$ cat config.mk
export PLATFORM = sky130hd
export DESIGN_NAME = fm_sweep_wb_slave
export DESIGN_NICKNAME = d
export VERILOG_FILES = /design/src/rtl/fm_sweep_pkg.sv /design/src/rtl/freq_sweep_core.sv /design/src/rtl/fm_sweep_wb_slave.sv
export SDC_FILE = /design/constraint.sdc
export NUM_CORES = 2
export LEC_CHECK = 0
export CAP_MARGIN = 10
export CORE_ASPECT_RATIO = 0.5
export CORE_UTILIZATION = 55
export CTS_CLUSTER_SIZE = 24
export DETAILED_ROUTE_END_ITERATION = 12
export PLACE_DENSITY = 0.73
export SLEW_MARGIN = 15
export SYNTH_ARGS = -nofsm -noshare
export SYNTH_HDL_FRONTEND = slang
export SYNTH_SLANG_ARGS = --single-unit
$ cat constraint.sdc
create_clock -name i_clk -period 27.4 [get_ports i_clk]
set_input_delay 2.74 -clock i_clk [delete_from_list [all_inputs] [get_ports i_clk]]
set_output_delay 2.74 -clock i_clk [all_outputs]
set_load 0.01 [all_outputs]
$ cat src/rtl/fm_sweep_pkg.sv
// Shared constants for the Wishbone frequency-sweep block: register map,
// control/status bit positions, sweep states and reset defaults.
package fm_sweep_pkg;

  localparam logic [2:0] ADDR_START  = 3'd0;
  localparam logic [2:0] ADDR_STOP   = 3'd1;
  localparam logic [2:0] ADDR_STEP   = 3'd2;
  localparam logic [2:0] ADDR_DWELL  = 3'd3;
  localparam logic [2:0] ADDR_CTRL   = 3'd4;
  localparam logic [2:0] ADDR_STATUS = 3'd5;
  localparam logic [2:0] ADDR_CUR    = 3'd6;

  localparam int CTRL_GO     = 0;
  localparam int CTRL_REPEAT = 1;
  localparam int CTRL_BIDIR  = 2;
  localparam int CTRL_ABORT  = 3;

  localparam int STAT_BUSY  = 0;
  localparam int STAT_DIR   = 1;
  localparam int STAT_DWELL = 2;

  localparam int          DEF_INC_W     = 31;
  localparam int          DEF_DWELL_W   = 16;
  localparam int unsigned DEF_START_RST = 100000;
  localparam int unsigned DEF_STOP_RST  = 200000;

  typedef enum logic [1:0] {
    ST_IDLE  = 2'd0,
    ST_DWELL = 2'd1,
    ST_DONE  = 2'd2
  } sweep_state_e;

endpackage

$ cat src/rtl/freq_sweep_core.sv
// Sweep engine: shadowed sweep parameters, dwell counter and clamped
// step arithmetic producing the registered DDS phase increment.
module freq_sweep_core
  import fm_sweep_pkg::*;
#(
  parameter int          INC_W     = DEF_INC_W,
  parameter int          DWELL_W   = DEF_DWELL_W,
  parameter int unsigned START_RST = DEF_START_RST
) (
  input  logic               i_clk,
  input  logic               i_reset,
  input  logic               go,
  input  logic               abort,
  input  logic               repeat_en,
  input  logic               bidir,
  input  logic               ld_start,
  input  logic [INC_W-1:0]   ld_val,
  input  logic [INC_W-1:0]   start,
  input  logic [INC_W-1:0]   stop,
  input  logic [INC_W-1:0]   step,
  input  logic [DWELL_W-1:0] dwell,
  output logic [INC_W-1:0]   cur,
  output logic               busy,
  output logic               done,
  output logic               dir
);

  sweep_state_e       state, state_n;
  logic [INC_W-1:0]   cur_n, tgt;
  logic [INC_W-1:0]   sh_start, sh_start_n, sh_stop, sh_stop_n, sh_step, sh_step_n;
  logic [DWELL_W-1:0] cnt, cnt_n, sh_dwell, sh_dwell_n;
  logic               dir_n, rev, rev_n;

  // One step from 'from' toward 'to'; a zero step or a short remainder lands on 'to'.
  function automatic logic [INC_W-1:0] toward(input logic [INC_W-1:0] from,
                                              input logic [INC_W-1:0] to,
                                              input logic [INC_W-1:0] stp);
    logic [INC_W-1:0] rem;
    rem = (to > from) ? to - from : from - to;
    if (stp == '0 || rem <= stp) return to;
    return (to > from) ? from + stp : from - stp;
  endfunction

  always_ff @(posedge i_clk or posedge i_reset) begin
    if (i_reset) begin
      state    <= ST_IDLE;
      cur      <= INC_W'(START_RST);
      dir      <= 1'b0;
      rev      <= 1'b0;
      cnt      <= '0;
      sh_start <= '0;
      sh_stop  <= '0;
      sh_step  <= '0;
      sh_dwell <= '0;
    end else begin
      state    <= state_n;
      cur      <= cur_n;
      dir      <= dir_n;
      rev      <= rev_n;
      cnt      <= cnt_n;
      sh_start <= sh_start_n;
      sh_stop  <= sh_stop_n;
      sh_step  <= sh_step_n;
      sh_dwell <= sh_dwell_n;
    end
  end

  always_comb begin
    state_n    = state;
    cur_n      = cur;
    dir_n      = dir;
    rev_n      = rev;
    cnt_n      = cnt;
    sh_start_n = sh_start;
    sh_stop_n  = sh_stop;
    sh_step_n  = sh_step;
    sh_dwell_n = sh_dwell;
    tgt        = rev ? sh_start : sh_stop;

    unique case (state)
      ST_IDLE: if (ld_start) cur_n = ld_val;
      ST_DWELL: begin
        if (cnt != '0) begin
          cnt_n = cnt - DWELL_W'(1);
        end else if (cur != tgt) begin
          cur_n = toward(cur, tgt, sh_step);
          cnt_n = sh_dwell;
        end else if (bidir && !rev) begin
          // Turn around on the peak without repeating it.
          rev_n = 1'b1;
          dir_n = ~dir;
          cur_n = toward(cur, sh_start, sh_step);
          cnt_n = sh_dwell;
        end else if (repeat_en) begin
          sh_start_n = start;
          sh_stop_n  = stop;
          sh_step_n  = step;
          sh_dwell_n = dwell;
          rev_n      = 1'b0;
          dir_n      = (stop < start);
          cur_n      = bidir ? toward(start, stop, step) : start;
          cnt_n      = dwell;
        end else begin
          state_n = ST_DONE;
        end
      end
      ST_DONE: state_n = ST_IDLE;
      default: state_n = ST_IDLE;
    endcase

    if (abort) begin
      state_n = ST_IDLE;
      cur_n   = cur;
    end else if (go) begin
      state_n    = ST_DWELL;
      cur_n      = start;
      dir_n      = (stop < start);
      rev_n      = 1'b0;
      cnt_n      = dwell;
      sh_start_n = start;
      sh_stop_n  = stop;
      sh_step_n  = step;
      sh_dwell_n = dwell;
    end
  end

  assign busy = (state == ST_DWELL);
  assign done = (state == ST_DONE);

endmodule

$ cat src/rtl/fm_sweep_wb_slave.sv
// Wishbone register file for the carrier frequency sweep; doubles as the
// plain carrier-frequency register when no sweep is running.
module fm_sweep_wb_slave
  import fm_sweep_pkg::*;
#(
  parameter int          INC_W     = DEF_INC_W,
  parameter int          DWELL_W   = DEF_DWELL_W,
  parameter int unsigned START_RST = DEF_START_RST,
  parameter int unsigned STOP_RST  = DEF_STOP_RST
) (
  input  logic             i_clk,
  input  logic             i_reset,
  input  logic             i_wb_cyc,
  input  logic             i_wb_stb,
  input  logic             i_wb_we,
  input  logic [2:0]       i_wb_addr,
  input  logic [31:0]      i_wb_data,
  output logic             o_wb_ack,
  output logic             o_wb_stall,
  output logic [31:0]      o_wb_data,
  output logic [INC_W-1:0] o_increment,
  output logic             o_busy,
  output logic             o_done
);

  logic [INC_W-1:0]   start_r, stop_r, step_r;
  logic [DWELL_W-1:0] dwell_r;
  logic               repeat_r, bidir_r;
  logic               wr, go, abort, ld_start, dir;
  logic [31:0]        rd_mux;
  logic               unused;

  assign wr       = i_wb_cyc & i_wb_stb & i_wb_we;
  assign go       = wr && (i_wb_addr == ADDR_CTRL) && i_wb_data[CTRL_GO];
  assign abort    = wr && (i_wb_addr == ADDR_CTRL) && i_wb_data[CTRL_ABORT];
  assign ld_start = wr && (i_wb_addr == ADDR_START);
  assign o_wb_stall = 1'b0;
  assign unused   = &{1'b0, i_wb_data};

  always_ff @(posedge i_clk or posedge i_reset) begin
    if (i_reset) begin
      start_r   <= INC_W'(START_RST);
      stop_r    <= INC_W'(STOP_RST);
      step_r    <= INC_W'(1);
      dwell_r   <= '0;
      repeat_r  <= 1'b0;
      bidir_r   <= 1'b0;
      o_wb_ack  <= 1'b0;
      o_wb_data <= '0;
    end else begin
      o_wb_ack  <= i_wb_stb;
      o_wb_data <= rd_mux;
      if (wr) begin
        case (i_wb_addr)
          ADDR_START: start_r <= i_wb_data[INC_W-1:0];
          ADDR_STOP:  stop_r  <= i_wb_data[INC_W-1:0];
          ADDR_STEP:  step_r  <= i_wb_data[INC_W-1:0];
          ADDR_DWELL: dwell_r <= i_wb_data[DWELL_W-1:0];
          ADDR_CTRL: begin
            repeat_r <= i_wb_data[CTRL_REPEAT];
            bidir_r  <= i_wb_data[CTRL_BIDIR];
          end
          default: ;
        endcase
      end
    end
  end

  // GO and ABORT are strobes and never read back.
  always_comb begin
    rd_mux = '0;
    case (i_wb_addr)
      ADDR_START: rd_mux = 32'(start_r);
      ADDR_STOP:  rd_mux = 32'(stop_r);
      ADDR_STEP:  rd_mux = 32'(step_r);
      ADDR_DWELL: rd_mux = 32'(dwell_r);
      ADDR_CTRL: begin
        rd_mux[CTRL_REPEAT] = repeat_r;
        rd_mux[CTRL_BIDIR]  = bidir_r;
      end
      ADDR_STATUS: begin
        rd_mux[STAT_BUSY]  = o_busy;
        rd_mux[STAT_DIR]   = dir;
        rd_mux[STAT_DWELL] = o_busy;
      end
      ADDR_CUR: rd_mux = 32'(o_increment);
      default: ;
    endcase
  end

  freq_sweep_core #(
    .INC_W    (INC_W),
    .DWELL_W  (DWELL_W),
    .START_RST(START_RST)
  ) u_core (
    .i_clk    (i_clk),
    .i_reset  (i_reset),
    .go       (go),
    .abort    (abort),
    .repeat_en(repeat_r),
    .bidir    (bidir_r),
    .ld_start (ld_start),
    .ld_val   (i_wb_data[INC_W-1:0]),
    .start    (start_r),
    .stop     (stop_r),
    .step     (step_r),
    .dwell    (dwell_r),
    .cur      (o_increment),
    .busy     (o_busy),
    .done     (o_done),
    .dir      (dir)
  );

endmodule

[Word-level counts from Yosys, hierarchy flattened]
Index checks and enable logic that the tools add are counted.
Word-level totals
  flip-flop bits (word level): 304
  bits of input ports: 40
  logic and storage cells: 173
  output and inout port bits: 67
Operators by class
  reduce and logical (&&, ||, !) cells: 22
  add/sub/neg operators: 11
  multiplexer cells: 95
  eq/ne operators: 17
  bitwise logic cells: 4
  order comparisons: 7
Operators by type and width (number)
  two-way mux 31 bit: 41
  subtractor 31 bit: 8
  two-way mux 16 bit: 14
  case mux 28 bit (5 select lines): 1
  > comparator 31 bit: 3
  <= comparator 31 bit: 3
  adder 31 bit: 2
  zero test 31 bit: 2
  case mux 31 bit (2 select lines): 1
  less-than comparator 31 bit: 1
  inequality test 31 bit: 1
  two-way mux 1 bit: 29
  nonzero test 16 bit: 1
  subtractor 16 x 1 -> 16 bit (second input constant): 1
  case mux 2 bit (7 select lines): 1
  two-way mux 2 bit: 6
  inequality test 4 bit (second input constant): 3
  AND reduction 2 bit: 5
  AND reduction 5 bit: 2
  == test 3 bit (second input constant): 3
  inequality test 3 bit (second input constant): 3
  == test 3 x 2 -> 1 bit (second input constant): 2
  case mux 1 bit (6 select lines): 1
  logical AND 1 bit: 5
  13 further kinds: 17

[Longest topological paths before layout]
  word-level depth: 18
  mapped depth: 34

[Cells and area by module]
Synthesis repeated with hierarchy kept, for this count alone.
Unflattened totals
  cell total of the unflattened synthesis: 4054
  area total of the unflattened synthesis: 33243.1 um^2
By module, submodules not included
  freq_sweep_core: times used 1, cells an instance 3658, area each 27084.7 um^2
  fm_sweep_wb_slave: times used 1, cells an instance 396, area each 6158.4 um^2

[Worst setup path before layout]
OpenSTA, ideal clock, no wires.
  path kind: register to register
  start: register u_core.rev
  end: register u_core.cur[16]
  path buffers: 6
  arrival time: 7245 ps
  stages on the path, launching flop included: 30
  data required time: 27320 ps
  slack: 20076 ps
  clock period less this slack: 7324 ps
  path through: dfrtp_1 > clkbuf_1 > buf_1 > buf_1 > mux2i_1 > inv_1 > ha_1 > a21o_2 > a21oi_1 > o21ai_1 > a2111oi_1 > a211oi_1 > or2_1 > buf_6 > mux2_4 > o211a_1 > o211a_1 > o2111ai_1 > o311ai_1 > ha_1 > nand4_1 > or4_1 > a2111oi_0 > o31a_1 > buf_1 > buf_1 > o2111ai_1 > o211ai_1 > nor3b_1 > nor2_1
Between the ends
  cells in the longest elaborated chain, start to end: 14
RTL lines
  start: declaration: line freq_sweep_core.sv:32  | logic dir_n, rev, rev_n;
  start signal: assignment: line freq_sweep_core.sv:59  | rev <= rev_n;
  two-way mux 31 bit: line freq_sweep_core.sv:78  | tgt = rev ? sh_start : sh_stop;
  subtractor 31 bit or > comparator 31 bit (tied branches): line freq_sweep_core.sv:39, freq_sweep_core.sv:41
  two-way mux 31 bit: line freq_sweep_core.sv:39  | rem = (to > from) ? to - from : from - to;
  <= comparator 31 bit: line freq_sweep_core.sv:40  | if (stp == '0 || rem <= stp) return to;
  logical OR 1 bit: line freq_sweep_core.sv:40
  two-way mux 1 bit: line freq_sweep_core.sv:40
  two-way mux 1 bit: line freq_sweep_core.sv:85  | end else if (cur != tgt) begin
  two-way mux 1 bit: line freq_sweep_core.sv:83  | if (cnt != '0) begin
  two-way mux 1 bit: line freq_sweep_core.sv:80  | unique case (state)
  two-way mux 31 bit: line freq_sweep_core.sv:41  | return (to > from) ? from + stp : from - stp;
  two-way mux 31 bit: line freq_sweep_core.sv:85
  two-way mux 31 bit: line freq_sweep_core.sv:83
  case mux 31 bit (2 select lines): line freq_sweep_core.sv:80
  two-way mux 31 bit: line freq_sweep_core.sv:114  | end else if (go) begin
  end signal: assignment: line freq_sweep_core.sv:47  | cur <= INC_W'(START_RST);
  end signal: assignment: line freq_sweep_core.sv:57  | cur <= cur_n;
  end: declaration: line freq_sweep_core.sv:22  | output logic [INC_W-1:0] cur,
Parallel ways exist; a longest one is shown, timed or not. The select of a mux whose other input is x is not followed.
A chain may end at the register's enable or synchronous reset.

[Worst setup path after layout]
  start: register u_core.rev
  end: register u_core.cur[17]
The elaborated chain is that of the path after synthesis.

==> flow_summary.yaml <==
timing:
  report.final.slew_viol_count: 0
  grt_setup_unrepaired: "no"
  final-setup-viol-count: 0
  timing.final.crit_share: 0.355
  slew-limit-headroom: 0.260
  finClkSkew_ns: 0.0279
  setup_total_negative_slack_ns: 0
  setup_slack_after_layout_ns: 17.67
  final.min_clock_period_ns: 9.73
  hold_viol: 0
  tightestPinTransition_ns: 1.11
  timing.fmax_ghz: 0.103
worst_setup_path:
  crit_path_end: "u_core.cur[17]"
  worst-setup-path-type: "reg -> reg"
  r2r_setup_slack_ns: 17.67
  crit_path_end_kind: "flip-flop"
  worst_r2r_endpoint: "u_core.cur[17]"
  top_fanout_value_on_the_critical_path: 41
  worst_setup_path_startpoint: "u_core.rev"
  cp_data_arrival_time_ns: 10.23
  crit_path_start_kind: "flip-flop"
  r2r.worst_path.cells: 26
  critPathRequiredTime_ns: 27.90
  critical_path.reg2reg.startpoint: "u_core.rev"
global_routing:
  grt_start_max_net_pins: 101
  first_global_vias: 31300
  grt_use_total: 0.458
  global_route_wire_length_before_repair_mm: 206
  grt-ovfl-total: 0
  antenna_found_initial: 4
logic_synthesis:
  netlist_area_um2: 33000
  fraction_of_the_yosys_area_taken_by_sequential_cells: 0.230
  post_synth_inst_count: 4300
  ys.warnings.count: 0
  synthArstFlopShare: 1.00
  synth.lib_cells_used.distinct: 104
  synth_top_cells_by_area: "dfrtp_1, ha_1, a21oi_1"
  yosysTopAreaCell: "dfrtp_1"
  yosys.cell_count.top_type: "nand2_1"
  post_synth_edffs: 0
  synthesis.area_per_instance_um2: 7.68
  synth.cells.most_frequent: "nand2_1, a21oi_1, o21ai_0"
  postSynthRegisterBits: 303
  synth_top_cell_area_share: 0.215
  dominantRegCellSynth: "dfrtp_1"
cts:
  cts_resized: 0
  cts_sink_count: 303
  post-cts-setup-buffer-count: 0
  cts_hold_buffers: 0
  tritoncts.num_buffers: 35
  clock_root_cell: "clkbuf_16"
  h-tree-depth: 2
  clk-insertion-delay-late_ns: 0.56
  cts_tree: "built"
  clkSlewWorstSetupHoldPaths_ns: 0.07
  cts-root-to-sink-buffers: 3
layout:
  synthesis_to_layout_area_growth_pct: 7.84
  fill_cells: 5517
  drive_gt1_frac: 0.0615
  finalInstanceArea_um2: 35600
  finalNetCount: 4668
die:
  start_util: 0.557
  floorplan_die_width_um: 348
  std_cell_rows: 63
  design.die.area_um2: 61100
  core_area_um2: 59300
  die_height_um: 175
  num_io_pins: 107
route:
  route.detailed.drc: 0
  routed_wire_length_per_instance_um: 28.3
  vias: 34600
  vias_per_cell: 6.79
  detail-route-antenna-nets: 0
  finalWirelength_mm: 144
  detailedRoute.firstPassIterationCount: 8
  detailedRoute.firstIterationViolations: 5307
placement:
  io_buffers: 103
  gp_congestion: 1.03
  preCtsSetupSlack_ns: 18.07
  dp_hpwl_mm: 115
  cell_area_reported_after_detailed_placement_um2: 34400
power:
  totalPowerFinal_mw: 4.37
  cellLeakagePower_nw: 15.9
  vdd_drop_max_v: 0.0000938
  powerDensity_nw_per_um2: 123
worst_hold_path:
  hold_depth: 2
  min-delay-path-class: "reg -> reg"
run:
  timing.max_cap.violations: 0
outcome:
  run_status: "completed"
[cell type report]
cell class | instances | area [um^2] | share of cell area
diodes | 1 | 2.50 | 0.0000703
clock buffers | 51 | 1040 | 0.0292
clock inverters | 12 | 120 | 0.00337
inverters | 306 | 1160 | 0.0325
multi-input cells | 3444 | 23200 | 0.652
flip-flops and latches | 303 | 7610 | 0.214
well taps | 812 | 1020 | 0.0285
repair buffers | 161 | 1450 | 0.0408
[routing by layer]
metal | part of all wire | up-vias | track usage
li1 | - | 15300 | -
met1 | 0.43 | 16600 | 0.670
met2 | 0.35 | 2486 | 0.566
met3 | 0.19 | 238 | 0.247
met4 | 0.025 | 2 | 0.109
met5 | 0.00079 | - | 0.0126
[kinds of logic (layout without fill, tap and decap cells)]
kind of cell               count (synthesis)  after routing  synth area share
xor gates and xnor gates                 200            200            0.0531
and+or+nand+nor                         1234           1234             0.171
DFF                                      303            303             0.230
muxes                                    197            197            0.0629
buffers and inverters                    554            530            0.0689
adders and majority gates                377            377             0.145
AOI/OAI and AO/OA                       1434           1434             0.269
other                                      1              3          0.000114
[flip-flops by register name, summed over array words and instances, names as in the netlist, 16 cells and up]
register and count:
u_core.sh_start 31, dwell_r 16, u_core.sh_dwell 16, step_r 31, u_core.cur 31, start_r 31
o_wb_data 31, u_core.sh_stop 31, stop_r 31, u_core.sh_step 31, u_core.cnt 16
[placed cells by master (no fill, tap or decap), types with 24 or more instances in the layout]
master / instances
inv_1: 303
mux2_2: 65
o21bai_1: 68
ha_1: 368
nand4_1: 69
a31oi_1: 36
nand2b_1: 25
clkbuf_16: 37
a21oi_1: 445
nor4_1: 24
o21a_1: 25
a21o_1: 109
a211oi_1: 63
xor2_1: 52
nor3_1: 72
clkdlybuf4s50_1: 100
nor2b_1: 29
o211ai_1: 33
o21ai_0: 401
xnor2_1: 148
mux2i_1: 129
nand2_1: 479
nand3_1: 73
buf_4: 58
o31ai_1: 41
nor2_1: 333
dfrtp_1: 283
[worst max-delay path, stage by stage (launching register included)]
cell,delay [ns]
dfrtp_2,0.58
buf_4,0.49
mux2i_1,0.58
inv_1,0.11
ha_1,0.51
nand4_4,0.18
nor4_2,0.64
nand3_2,0.40
o21a_1,0.22
a31o_1,0.27
or2_2,0.52
buf_4,0.38
o311ai_0,0.38
o211a_1,0.27
o211a_1,0.26
o311ai_1,0.18
ha_1,0.34
nand4_1,0.17
or4_1,0.64
o221ai_1,0.38
o31a_1,0.23
buf_4,0.47
and2_1,0.55
nand2_1,0.17
o21ai_0,0.20
a221o_1,0.28
o221a_2,0.21
[stage by stage]
step,hold slack [ns],std cells,util
after floorplan,0.435,4301,-
after global placement,0.450,5026,0.581
after detailed placement,0.455,5026,0.581
after CTS,0.471,5089,0.600
after global routing,0.494,5089,0.600
final,0.471,5090,0.600
[where the power goes]
group	internal, mW	switching, mW	total, mW
Combinational	1.14	2.04	3.17
Sequential	0.532	0.174	0.706
Clock	0.283	0.205	0.488
[worst min-delay path by stage]
stage	slack (ns)	end	startpoint
2_1_floorplan	0.43	u_core.sh_stop[30]	u_core.sh_stop[30]
3_3_place_gp	0.45	u_core.sh_dwell[10]	u_core.sh_dwell[10]
3_5_place_dp	0.46	u_core.sh_stop[30]	u_core.sh_stop[30]
4_1_cts	0.47	u_core.sh_stop[30]	u_core.sh_stop[30]
5_1_grt	0.49	u_core.sh_dwell[4]	u_core.sh_dwell[4]
6_report	0.47	u_core.sh_dwell[15]	u_core.sh_dwell[15]
Note: power is estimated with default switching activity, not from simulation.
